--- src/rtl/add_pipe_if.sv ---
// Handshake bundle for the pipelined adder: operand side (in_*) and result side (out_*).
interface add_pipe_if #(parameter int WIDTH = 32);
    logic             in_valid;
    logic             in_ready;
    logic [WIDTH-1:0] a;
    logic [WIDTH-1:0] b;
    logic             cin;
    logic             en;
    logic             out_valid;
    logic             out_ready;
    logic [WIDTH-1:0] sum;
    logic             cout;
    logic             overflow;

    modport master (
        output in_valid, a, b, cin, en, out_ready,
        input  in_ready, out_valid, sum, cout, overflow
    );

    modport slave (
        input  in_valid, a, b, cin, en, out_ready,
        output in_ready, out_valid, sum, cout, overflow
    );
endinterface

--- src/rtl/add_pipe.sv ---
// Pipelined adder: one SW-bit slice per stage, ripple carry registered between stages,
// bubble-collapsing valid/ready flow control. WIDTH must be a multiple of STAGES (STAGES >= 2).
module add_pipe #(
    parameter int WIDTH  = 32,
    parameter int STAGES = 4
) (
    input  logic        clk,
    input  logic        rst,
    add_pipe_if.slave   io
);
    localparam int SW = WIDTH / STAGES;

    // Inner stages 0..STAGES-2 hold skewed operands, partial result, carry and en.
    logic [STAGES-1:0] v_r;
    logic [WIDTH-1:0]  a_r   [STAGES-1];
    logic [WIDTH-1:0]  b_r   [STAGES-1];
    logic [WIDTH-1:0]  res_r [STAGES-1];
    logic [STAGES-2:0] c_r;
    logic [STAGES-2:0] en_r;
    logic [WIDTH-1:0]  sum_r;
    logic              cout_r;
    logic              ovf_r;

    logic [STAGES-1:0] ld_s;
    logic [STAGES:0]   take_s;
    logic [STAGES-1:0] up_v_s;
    logic [WIDTH-1:0]  src_a_s   [STAGES];
    logic [WIDTH-1:0]  src_b_s   [STAGES];
    logic [WIDTH-1:0]  src_res_s [STAGES];
    logic [WIDTH-1:0]  nres_s    [STAGES];
    logic [STAGES-1:0] src_c_s;
    logic [STAGES-1:0] src_en_s;
    logic [STAGES-1:0] nc_s;
    logic [SW:0]       slice_s;

    // Signed overflow from operand and result sign bits (equivalent to carry-in ^ carry-out of the MSB).
    function automatic logic ovf_f(input logic a_msb, input logic b_msb, input logic s_msb);
        return (a_msb ~^ b_msb) & (s_msb ^ a_msb);
    endfunction

    // Ready chain, walked from the output back to the input; take_s[k] = stage k captures this cycle.
    always_comb begin
        up_v_s         = {v_r[STAGES-2:0], io.in_valid};
        ld_s           = '0;
        take_s         = '0;
        take_s[STAGES] = io.out_ready;
        for (int k = STAGES - 1; k >= 0; k--) begin
            ld_s[k]   = ~v_r[k] | take_s[k + 1];
            take_s[k] = ld_s[k] & up_v_s[k];
        end
    end

    // Per-stage slice addition; stage 0 reads the ports, later stages read the previous stage.
    always_comb begin
        src_a_s[0]   = io.a;
        src_b_s[0]   = io.b;
        src_res_s[0] = '0;
        src_c_s[0]   = io.cin;
        src_en_s[0]  = io.en;
        for (int k = 1; k < STAGES; k++) begin
            src_a_s[k]   = a_r[k - 1];
            src_b_s[k]   = b_r[k - 1];
            src_res_s[k] = res_r[k - 1];
            src_c_s[k]   = c_r[k - 1];
            src_en_s[k]  = en_r[k - 1];
        end
        slice_s = '0;
        nc_s    = '0;
        for (int k = 0; k < STAGES; k++) begin
            slice_s = {1'b0, src_a_s[k][k*SW +: SW]} + {1'b0, src_b_s[k][k*SW +: SW]}
                    + {{SW{1'b0}}, src_c_s[k]};
            nres_s[k]              = src_res_s[k];
            nres_s[k][k*SW +: SW]  = slice_s[SW-1:0];
            nc_s[k]                = slice_s[SW];
        end
    end

    // Stage registers; data only moves on a capture, so idle outputs keep their last value.
    always_ff @(posedge clk or posedge rst) begin
        if (rst) begin
            v_r    <= '0;
            c_r    <= '0;
            en_r   <= '0;
            sum_r  <= '0;
            cout_r <= 1'b0;
            ovf_r  <= 1'b0;
            for (int k = 0; k < STAGES - 1; k++) begin
                a_r[k]   <= '0;
                b_r[k]   <= '0;
                res_r[k] <= '0;
            end
        end else begin
            for (int k = 0; k < STAGES; k++) begin
                if (ld_s[k]) begin
                    v_r[k] <= up_v_s[k];
                end
            end
            for (int k = 0; k < STAGES - 1; k++) begin
                if (take_s[k]) begin
                    a_r[k]   <= src_a_s[k];
                    b_r[k]   <= src_b_s[k];
                    res_r[k] <= nres_s[k];
                    c_r[k]   <= nc_s[k];
                    en_r[k]  <= src_en_s[k];
                end
            end
            if (take_s[STAGES-1]) begin
                if (src_en_s[STAGES-1]) begin
                    sum_r  <= nres_s[STAGES-1];
                    cout_r <= nc_s[STAGES-1];
                    ovf_r  <= ovf_f(src_a_s[STAGES-1][WIDTH-1], src_b_s[STAGES-1][WIDTH-1],
                                    nres_s[STAGES-1][WIDTH-1]);
                end else begin
                    sum_r  <= '0;
                    cout_r <= 1'b0;
                    ovf_r  <= 1'b0;
                end
            end
        end
    end

    assign io.in_ready  = ld_s[0];
    assign io.out_valid = v_r[STAGES-1];
    assign io.sum       = sum_r;
    assign io.cout      = cout_r;
    assign io.overflow  = ovf_r;
endmodule
--- src/flat_wrapper.sv ---
// flat-port wrapper written by rule: the top's interface ports become plain ports
module add_pipe_flat 
#(
    parameter int WIDTH  = 32,
    parameter int STAGES = 4
)
  (clk, rst, io_in_valid, io_a, io_b, io_cin, io_en, io_out_ready, io_in_ready, io_out_valid, io_sum, io_cout, io_overflow);
  add_pipe_if #(.WIDTH(WIDTH)) io_i ();
  input  logic clk;
  input  logic rst;
  input wire logic [$bits(io_i.in_valid)-1:0] io_in_valid;
  input wire logic [$bits(io_i.a)-1:0] io_a;
  input wire logic [$bits(io_i.b)-1:0] io_b;
  input wire logic [$bits(io_i.cin)-1:0] io_cin;
  input wire logic [$bits(io_i.en)-1:0] io_en;
  input wire logic [$bits(io_i.out_ready)-1:0] io_out_ready;
  output wire logic [$bits(io_i.in_ready)-1:0] io_in_ready;
  output wire logic [$bits(io_i.out_valid)-1:0] io_out_valid;
  output wire logic [$bits(io_i.sum)-1:0] io_sum;
  output wire logic [$bits(io_i.cout)-1:0] io_cout;
  output wire logic [$bits(io_i.overflow)-1:0] io_overflow;
  assign io_i.in_valid = io_in_valid;
  assign io_i.a = io_a;
  assign io_i.b = io_b;
  assign io_i.cin = io_cin;
  assign io_i.en = io_en;
  assign io_i.out_ready = io_out_ready;
  assign io_in_ready = io_i.in_ready;
  assign io_out_valid = io_i.out_valid;
  assign io_sum = io_i.sum;
  assign io_cout = io_i.cout;
  assign io_overflow = io_i.overflow;
  add_pipe #(.WIDTH(WIDTH), .STAGES(STAGES)) u_core (.clk(clk), .rst(rst), .io(io_i));
endmodule
--- config.mk ---
export PLATFORM = sky130hd
export DESIGN_NAME = add_pipe_flat
export DESIGN_NICKNAME = d
export VERILOG_FILES = /design/src/rtl/add_pipe_if.sv /design/src/rtl/add_pipe.sv /design/src/flat_wrapper.sv
export SDC_FILE = /design/constraint.sdc
export NUM_CORES = 1
export LEC_CHECK = 0
export ABC_AREA = 1
export CAP_MARGIN = 5
export CORE_UTILIZATION = 35
export CTS_CLUSTER_DIAMETER = 120
export CTS_CLUSTER_SIZE = 12
export DETAILED_ROUTE_END_ITERATION = 10
export GPL_TIMING_DRIVEN = 0
export PLACE_DENSITY = 0.62
export SLEW_MARGIN = 10
export SYNTH_ARGS = -nofsm -noshare
export SYNTH_HDL_FRONTEND = slang
export SYNTH_SLANG_ARGS = --single-unit
--- constraint.sdc ---
create_clock -name clk -period 14.7 [get_ports clk]
set_clock_uncertainty 0.1 [all_clocks]
set_input_delay 1.47 -clock clk [delete_from_list [all_inputs] [get_ports clk]]
set_output_delay 1.47 -clock clk [all_outputs]
set_load 0.05 [all_outputs]
==> run metrics <==
Die H 157.7 um; Req. time, crit path 13.13 ns; Post-CTS Setup Inserts 0; post-route ant nets 0; nets 1207; worst-margin pin slew 0.5692 ns; Routed Wire Length 19460 um; final RePlAce weighted congestion 0.8014; Area Overhead vs Synth 24.27%; antenna cells 0; num rows 56; CP Max Fanout 3; Worst setup SP type primary input; FMAX 216.5 MHz; # setup viols final 0; area leader, netlist dfrtp_1; via-per-instance ratio 4.518; gr usage total 16.72%; CP most frequent cell clkdlybuf4s50_1; Pwr Density 191.3 mW/mm2; grt ovf 0; sequence of cells on the critical path clkdlybuf4s50_1 -> nor2_4 -> nand4_2 -> clkdlybuf4s50_1; Storage cell area 0.004705 mm2; YS warnings 0; Slew headroom 62.05%; Post-Synthesis Cells 976; CTS clk-pin slew, worst paths 0.07 ns; Buf+Inv Stages, Crit Path 2; switch share 40.19%; hold crit path type register to register; Power Internal 0.001207 W; clk buf depth 2; CTS root buf clkbuf_16; Comb power frac 38.6%; share of the synthesized area in the top cell type 55.45%; #FFs+latches synth 188; Leak 5.406 nW; CP top delay family buffers and inverters; Seq pwr share 39.2%; WS Path Type primary input to output pin; # port buffers 105; synth unique cells 27; post-cts resize count 0; status finished, final reports clean; period utilization 31.43%; setup TNS 0 ns; CP peak stage delay 0.76 ns; Max-Cap Viols 0; register area share after synthesis 55.45%; clk sinks 188; initial DRC count 374; post-route minimum period 4.620 ns; global-route wire length before repair 32190 um; I/O pins 106; largest net degree at the start of global routing 110; CTS Hold Bufs 0; synthesized area per cell 8.693 um2; CTS Buf Count 17; worst path arrival time 3.05 ns; mapped cell area 0.008484 mm2; max-slew violation count 0; share of cells above drive strength 1 6.912%; Pre-antenna DRT Iters 5; core area 0.02361 mm2; vias in the first global route 6308; post-DP HPWL 14560 um; RSZ-0062 raised after global routing no; Starting Density 35.93%; syn nets 1082; WL per Instance 13.58 um; Area contributors post-synth dfrtp_1, nand2_1, inv_1; final hold violation count 0; routed vias 6475; CTS tree yes; Worst-Skew Late Latency 0.42 ns; CTS H-tree lvls 4; Die ar. 0.02487 mm2; initial antenna violation count 0; VDD IR max 0.07698 mV; Clk pwr share 22.3%; footprint of the multi-input gates 0.003203 mm2; commonest non-fill, non-tap cell in the layout nand2_1; Crit-path slowest cell clkdlybuf4s50_1; overall die width 157.7 um; Crit. End Element output pin; Final Util 44.65%; fill cell count 2359; # DRC 0; most frequent cells in the layout nand2_1, dfrtp_1, clkdlybuf4s50_1; Switching Power 0.0008109 W
==> synth_stat cells <==
| library cell | n |
|---|---|
| dfrtp_1 | 188 |
| fa_1 | 8 |
| o21bai_1 | 2 |
| buf_2 | 20 |
| nor2_2 | 2 |
| a21oi_1 | 14 |
| a22o_1 | 22 |
| inv_1 | 94 |
| xor2_1 | 4 |
| inv_2 | 5 |
| nor2_1 | 19 |
| clkbuf_1 | 7 |
| nor2_4 | 1 |
| nand2_1 | 421 |
| nand3_1 | 35 |
| o21ai_1 | 20 |
| nand2_2 | 4 |
| o21a_1 | 2 |
| o21ai_0 | 57 |
| xnor2_1 | 2 |
| ha_1 | 28 |
| nand4_1 | 7 |
| buf_4 | 6 |
| nand2_4 | 1 |
| o22ai_1 | 3 |
| buf_6 | 3 |
| nand4_2 | 1 |
==> through the flow <==
| step | hold slack, ns | std cells | setup slack [ns] | instance area, um2 | power, W |
|---|---|---|---|---|---|
| after floorplan | 0.3422 | 976 | 8.016 | 8484 | 0.001322 |
| after global placement | 0.3557 | 1400 | 5.573 | 9935 | 0.001561 |
| after detailed placement | 0.3584 | 1401 | 10.10 | 9970 | 0.001579 |
| after CTS | 0.3690 | 1433 | 10.09 | 10540 | 0.002032 |
| after global routing | 0.3943 | 1433 | 10.04 | 10540 | 0.002155 |
| final | 0.3718 | 1433 | 10.08 | 10540 | 0.002017 |
==> worst paths after layout <==
path	startpoint	end	slack (ns)	cells after the start
hold reg to reg	u_core.a_r[56]$_DFFE_PP0P_	u_core.a_r[24]$_DFFE_PP0P_	0.37	2
hold / removal	u_core.a_r[56]$_DFFE_PP0P_	u_core.a_r[24]$_DFFE_PP0P_	0.37	2
setup reg to reg	u_core.c_r[1]$_DFFE_PP0P_	u_core.c_r[2]$_DFFE_PP0P_	12.83	10
setup / recovery	io_out_ready	io_in_ready	10.08	4
min in group asynchronous	rst	u_core.io.sum[4]$_DFFE_PP0P_	1.40	2
max in group asynchronous	rst	u_core.a_r[85]$_DFFE_PP0P_	12.19	3
==> kinds of logic (layout without fill, tap and decap cells) <==
| logic type | Yosys count | after routing | share of synthesized area, % |
|---|---|---|---|
| fa+ha+maj | 36 | 36 | 6.017 |
| buf+inv | 135 | 273 | 6.798 |
| simple gates | 491 | 491 | 22.90 |
| flops | 188 | 188 | 55.45 |
| xor+xnor | 6 | 6 | 0.6194 |
| compound gates | 120 | 120 | 8.214 |
==> worst reg2reg max path, stage by stage, from the launching register on <==
cell	delay [ns]
dfrtp_1	0.41
fa_1	0.48
inv_1	0.09
fa_1	0.20
inv_1	0.06
nand2_1	0.06
nand3_1	0.11
nand2_1	0.08
nand2_1	0.05
nand2_1	0.07
nand2_1	0.05
==> sequential cells by signal, indices dropped and copies added (netlist names) <==
signal and flops:
u_core.io.overflow 1, u_core.v_r 4, u_core.c_r 3, u_core.io.sum 32, u_core.nres_s 48, u_core.b_r 48, u_core.en_r 3, u_core.io.cout 1
u_core.a_r 48
==> area by class of cell <==
| class | count | area share, % |
|---|---|---|
| clock buffers | 18 | 4.165 |
| plain buffers | 36 | 1.946 |
| multi-input cells | 653 | 30.38 |
| flip-flops and latches | 188 | 44.62 |
| repair buffers | 106 | 10.23 |
| clock inverters | 14 | 1.282 |
| inverters | 99 | 3.596 |
| well taps | 319 | 3.785 |
==> layer usage <==
| metal | routed length [um] | GRT usage, % | up-vias |
|---|---|---|---|
| li1 | - | - | 3324 |
| met1 | 9657 | 23.87 | 3007 |
| met2 | 8707 | 26.16 | 130 |
| met3 | 872 | 2.984 | 14 |
| met4 | 223 | 4.161 | 0 |
| met5 | 0 | 0 | - |
==> power groups by stage <==
stage / clock [W] / combinational (W) / sequential [W]
floorplan: 0 / 0.000413 / 0.000908
global placement: 0 / 0.000764 / 0.000797
detailed placement: 0 / 0.000781 / 0.000799
CTS: 0.000457 / 0.000785 / 0.000790
global route: 0.000477 / 0.000868 / 0.000810
finish: 0.000449 / 0.000779 / 0.000790
No activity file was read; power rests on OpenSTA's default activity.
